===== src/rtl/simple_bus_seq.sv =====
// Queued command sequencer: commands enter a FIFO, run a cycle counter each, then pulse done.
// Optional macro SIMPLE_BUS_CMD_LEN_EN: per-command run length taken from the command value.
module simple_bus_seq #(
  parameter int unsigned CMD_W      = 4,
  parameter int unsigned FIFO_DEPTH = 4,
  parameter int unsigned CNT_W      = 4,
  parameter int unsigned CNT_MAX    = 15
) (
  input  logic                          clk,
  input  logic                          rst_,
  input  logic                          en,
  input  logic [CMD_W-1:0]              cmd,
  output logic                          rdy,
  output logic                          busy,
  output logic                          done,
  output logic [CMD_W-1:0]              done_cmd,
  output logic [$clog2(FIFO_DEPTH):0]   fifo_cnt,
  output logic                          overflow
);

  localparam int unsigned PTR_W  = $clog2(FIFO_DEPTH);
  localparam int unsigned FCNT_W = PTR_W + 1;

  typedef enum logic [1:0] {
    IDLE = 2'd0,
    RUN  = 2'd1,
    DONE = 2'd2
  } state_t;

  state_t             state, state_nxt;
  logic [CNT_W-1:0]   cnt, cnt_nxt;
  logic [CNT_W-1:0]   limit;
  logic [CMD_W-1:0]   cmd_ff;
  logic [CMD_W-1:0]   mem [FIFO_DEPTH];
  logic [PTR_W-1:0]   wr_ptr, rd_ptr;
  logic [FCNT_W-1:0]  fcnt_nxt;
  logic               full, empty, push, pop;

  assign full  = (fifo_cnt == FCNT_W'(FIFO_DEPTH));
  assign empty = (fifo_cnt == '0);
  assign push  = en && !full;

`ifdef SIMPLE_BUS_CMD_LEN_EN
  assign limit = CNT_W'(cmd_ff);
`else
  assign limit = CNT_W'(CNT_MAX);
`endif

  // Next-state, counter and pop decision
  always_comb begin
    state_nxt = state;
    cnt_nxt   = cnt;
    pop       = 1'b0;
    case (state)
      IDLE: begin
        if (!empty) begin
          pop       = 1'b1;
          cnt_nxt   = '0;
          state_nxt = RUN;
        end
      end
      RUN: begin
        if (cnt == limit) state_nxt = DONE;
        else              cnt_nxt   = cnt + CNT_W'(1);
      end
      DONE:    state_nxt = IDLE;
      default: state_nxt = IDLE;
    endcase
  end

  // Occupancy after this cycle's push/pop
  always_comb begin
    fcnt_nxt = fifo_cnt;
    case ({push, pop})
      2'b10:   fcnt_nxt = fifo_cnt + FCNT_W'(1);
      2'b01:   fcnt_nxt = fifo_cnt - FCNT_W'(1);
      default: fcnt_nxt = fifo_cnt;
    endcase
  end

  // Queue storage needs no reset; occupancy gates every read
  always_ff @(posedge clk) begin
    if (push) mem[wr_ptr] <= cmd;
  end

  always_ff @(posedge clk) begin
    if (rst_) begin
      state    <= IDLE;
      cnt      <= '0;
      cmd_ff   <= '0;
      wr_ptr   <= '0;
      rd_ptr   <= '0;
      fifo_cnt <= '0;
      overflow <= 1'b0;
      rdy      <= 1'b1;
      busy     <= 1'b0;
      done     <= 1'b0;
      done_cmd <= '0;
    end else begin
      state    <= state_nxt;
      cnt      <= cnt_nxt;
      fifo_cnt <= fcnt_nxt;
      if (push) wr_ptr <= wr_ptr + PTR_W'(1);
      if (pop) begin
        rd_ptr <= rd_ptr + PTR_W'(1);
        cmd_ff <= mem[rd_ptr];
      end
      if (en && full) overflow <= 1'b1;
      // Status outputs are registered from the next-state values
      rdy  <= (fcnt_nxt != FCNT_W'(FIFO_DEPTH));
      busy <= (state_nxt != IDLE);
      done <= (state_nxt == DONE);
      if (state_nxt == DONE) done_cmd <= cmd_ff;
    end
  end

endmodule

===== config.mk =====
export PLATFORM = sky130hd
export DESIGN_NAME = simple_bus_seq
export DESIGN_NICKNAME = d
export VERILOG_FILES = /design/src/rtl/simple_bus_seq.sv
export SDC_FILE = /design/constraint.sdc
export NUM_CORES = 1
export LEC_CHECK = 0
export BUFFER_PORTS_ARGS = -buffer_cell sky130_fd_sc_hd__buf_2
export CORE_MARGIN = 3
export CORE_UTILIZATION = 45
export DETAILED_ROUTE_END_ITERATION = 12
export PLACE_DENSITY = 0.67
export SLEW_MARGIN = 20
export SYNTH_ARGS = -nofsm -noshare
export SYNTH_HDL_FRONTEND = slang
export SYNTH_SLANG_ARGS = --single-unit

===== constraint.sdc =====
create_clock -name clk -period 2.7 [get_ports clk]
set_input_delay 0.54 -clock clk [delete_from_list [all_inputs] [get_ports clk]]
set_output_delay 0.54 -clock clk [all_outputs]
set_load 0.005 [all_outputs]

==> impl_metrics.ini <==
[cells_and_area]
final_layout_size_suffix_gt1_share_pct = 20.8
syn2layout_area_growth_pct = 12.2
final_cell_mix = 25 x dfxtp_1, 17 x a21oi_1, 17 x buf_2
final_core_util_pct = 53.1
nNetsFinal = 181
antenna-diode-count = 0
final_common_cell = dfxtp_1

[yosys]
synth_area_mm2 = 0.00176
yosysWarnings = 0
synth_xor_area_share_pct = 0.996
ys_top_cells_by_area = dfxtp_1 28%, edfxtp_1 27%, mux4_2 5.1%
yosysTopAreaCell = dfxtp_1
synth_compound_area_share_pct = 13.0
yosys.area_share.simple_pct = 14.4
synth_ff_type = dfxtp_1
syn_avg_cell_area_um2 = 11.6
async_reset_ff_share_pct = 0
ys_types = 36
ys_seq_elements = 41
synthAdderAreaFrac_pct = 5.41
synth_top_area_share_pct = 28.5
synth_top_family_by_area = simple AND/OR/NAND/NOR gates
synthMuxAreaShare_pct = 5.69
synth_edf_count = 16
synth_cells = 152
ys_seq_area_share_pct = 55.8
syn-num-nets = 166

[setup_path]
path_common_cell = or3_1
reg2reg_setup_slack_ns = 0.27
crit_path_end_kind = flop
crit_type = reg2reg
r2r_start = fifo_cnt[1]$_SDFF_PP0_
cp.arrival_ns = 2.62
cp.required_ns = 2.88
path_cells = or3_1 -> nand2_8 -> inv_6 -> ha_1 -> inv_1 -> fa_1 -> xor2_1 -> or3_1 -> a211o_1
r2r_end = rdy$_SDFF_PP1_
crit_buf_inv = 2
rr_worst_depth = 9
cp_slowest_stage_delay_ns = 0.42
path_delay_family = simple AND/OR/NAND/NOR gates
slowest_stage = dfxtp_1
startpoint_type = flop
worstPathMaxFanout = 6

[clock_tree]
clk_pin_slew_ns = 0.08
postCtsHoldBufs = 0
cts_buffer_depth = 2
ctsRootBufferMaster = clkbuf_8
cts_tree = done
cts_buffers = 5
numClockSinks = 41
post_cts_buffers = 0
cts-resized-gates = 0
htreeDepth = 2
insertion_delay_ns = 0.29

[grt]
grt_overflow = 0
antenna_found_initial = 0
grt_start_max_net_pins = 27
track_usage_pct = 15.9
grt_first_pass_wirelength_um = 5270
grt_pass1_vias = 1108

[timing]
period_share_pct = 90.1
hold_ws_ns = 0.462
max_freq_mhz = 411
setup_slack_ns = 0.266
setup-violations-final = 0
relSlewSlack_pct = 47.0
rsz0062_at_grt = false
hold_viol = 0
period_needed_ns = 2.43
worst_pin_slew_ns = 0.788
timing_max_transition_violations_final = 0
fin_setup_tns_ns = 0
finalClockSkew_ns = 0.00695

[routing]
viasPerCell = 5.46
vias = 1179
wl_per_cell_um = 14.1
drt_iter0_drc = 50
antenna_left = 0
firstDrtPassIters = 4
wl_um = 3050
drcViolationCount = 0

[worst_hold_path]
hold_end = mem[0][2]$_DFFE_PP_
min-delay-start = cmd[2]
hp-class = in2reg
hold_depth = 1

[power_and_ir_drop]
powerDensity_mw_per_mm2 = 1000
finalPower_uw = 1970
power.leakage_uw = 0.000738
ir_drop_uv = 662

[floorplan]
dieArea_mm2 = 0.00469
start_util_pct = 47.3
die_h_um = 68.5
io_pins = 18
row_count = 22
die_x_um = 68.5
core-area_mm2 = 0.00372

[job]
maxCapViolCount = 0

[place]
gp_congestion = 0.788
pre_cts_slack_ns = 0.281
hpwl_um = 2130
io_buffers = 17

[status]
status = finished, final reports clean
-- state kept, by name, indices dropped and copies added, names as in the netlist --
name and count:
busy 1, cmd_ff 4, cnt 4, done 1, done_cmd 4, fifo_cnt 3, mem 16, overflow 1
rd_ptr 2, rdy 1, state 2, wr_ptr 2
-- worst max path at each step --
stage                      startpoint  slack [ns]  cells after the start        endpoint
6_report       fifo_cnt[1]$_SDFF_PP0_        0.27                      9  rdy$_SDFF_PP1_
5_1_grt        fifo_cnt[1]$_SDFF_PP0_        0.09                      9  rdy$_SDFF_PP1_
4_1_cts        fifo_cnt[1]$_SDFF_PP0_        0.26                      9  rdy$_SDFF_PP1_
3_5_place_dp   fifo_cnt[1]$_SDFF_PP0_        0.28                      9  rdy$_SDFF_PP1_
3_3_place_gp   fifo_cnt[0]$_SDFF_PP0_        0.36                      9  rdy$_SDFF_PP1_
2_1_floorplan  fifo_cnt[2]$_SDFF_PP0_        0.30                      9  rdy$_SDFF_PP1_
-- worst reg2reg max path, stage by stage, from the launching register on --
cell and delay (ns):
dfxtp_1 0.42, or3_1 0.35, nand2_8 0.09, inv_6 0.07, ha_1 0.17, inv_1 0.06
fa_1 0.37, xor2_1 0.16, or3_1 0.33, a211o_1 0.30
-- routing by layer --
layer,GRT usage [%],up-vias,routed length (µm)
li1,-,587,-
met1,20.3,558,1390
met2,23.8,27,1430
met3,4.86,7,165
met4,8.93,0,65
met5,0,-,0
-- power by group --
| part | total (µW) | switching [µW] | internal [µW] |
|---|---|---|---|
| clock | 474 | 201 | 273 |
| combinational | 651 | 367 | 285 |
| sequential | 848 | 95.6 | 753 |
-- synth_stat cells (2+ instances only) --
library cell  instances
or3_1                 4
o21ai_0              10
ha_1                  6
nand3_1              12
clkbuf_1              8
xor2_1                2
and3_1                6
edfxtp_1             16
nand2_1               2
dfxtp_1              25
mux4_2                4
inv_1                 6
a41oi_1               2
nor2_1                4
o221ai_1              2
a21oi_1              17
nor3_1                5
nor2b_1               3
-- metrics by stage --
| stage | instances | instance area, µm² |
|---|---|---|
| after floorplan | 152 | 1760 |
| after global placement | 208 | 1870 |
| after detailed placement | 208 | 1870 |
| after CTS | 216 | 1970 |
| after global routing | 216 | 1970 |
| final | 216 | 1970 |
-- area by class of cell --
class | count | area (µm²)
tap | 48 | 60.1
timing repair buffer | 19 | 100
sequential | 41 | 981
clock inverter | 2 | 33.8
multi-input combinational | 93 | 694
fill | 333 | 1740
inverter | 7 | 31.3
clock buffer | 6 | 72.6
-- cells by family (layout without fill, tap and decap cells) --
| family | count (synthesis) | count (layout) |
|---|---|---|
| xor gates and xnor gates | 2 | 2 |
| and+or+nand+nor | 42 | 42 |
| AOI/OAI and AO/OA | 37 | 37 |
| DFF | 41 | 41 |
| muxes | 5 | 5 |
| adders and majority gates | 7 | 7 |
| buffers and inverters | 18 | 34 |
Power figures use the tool's default switching activity.
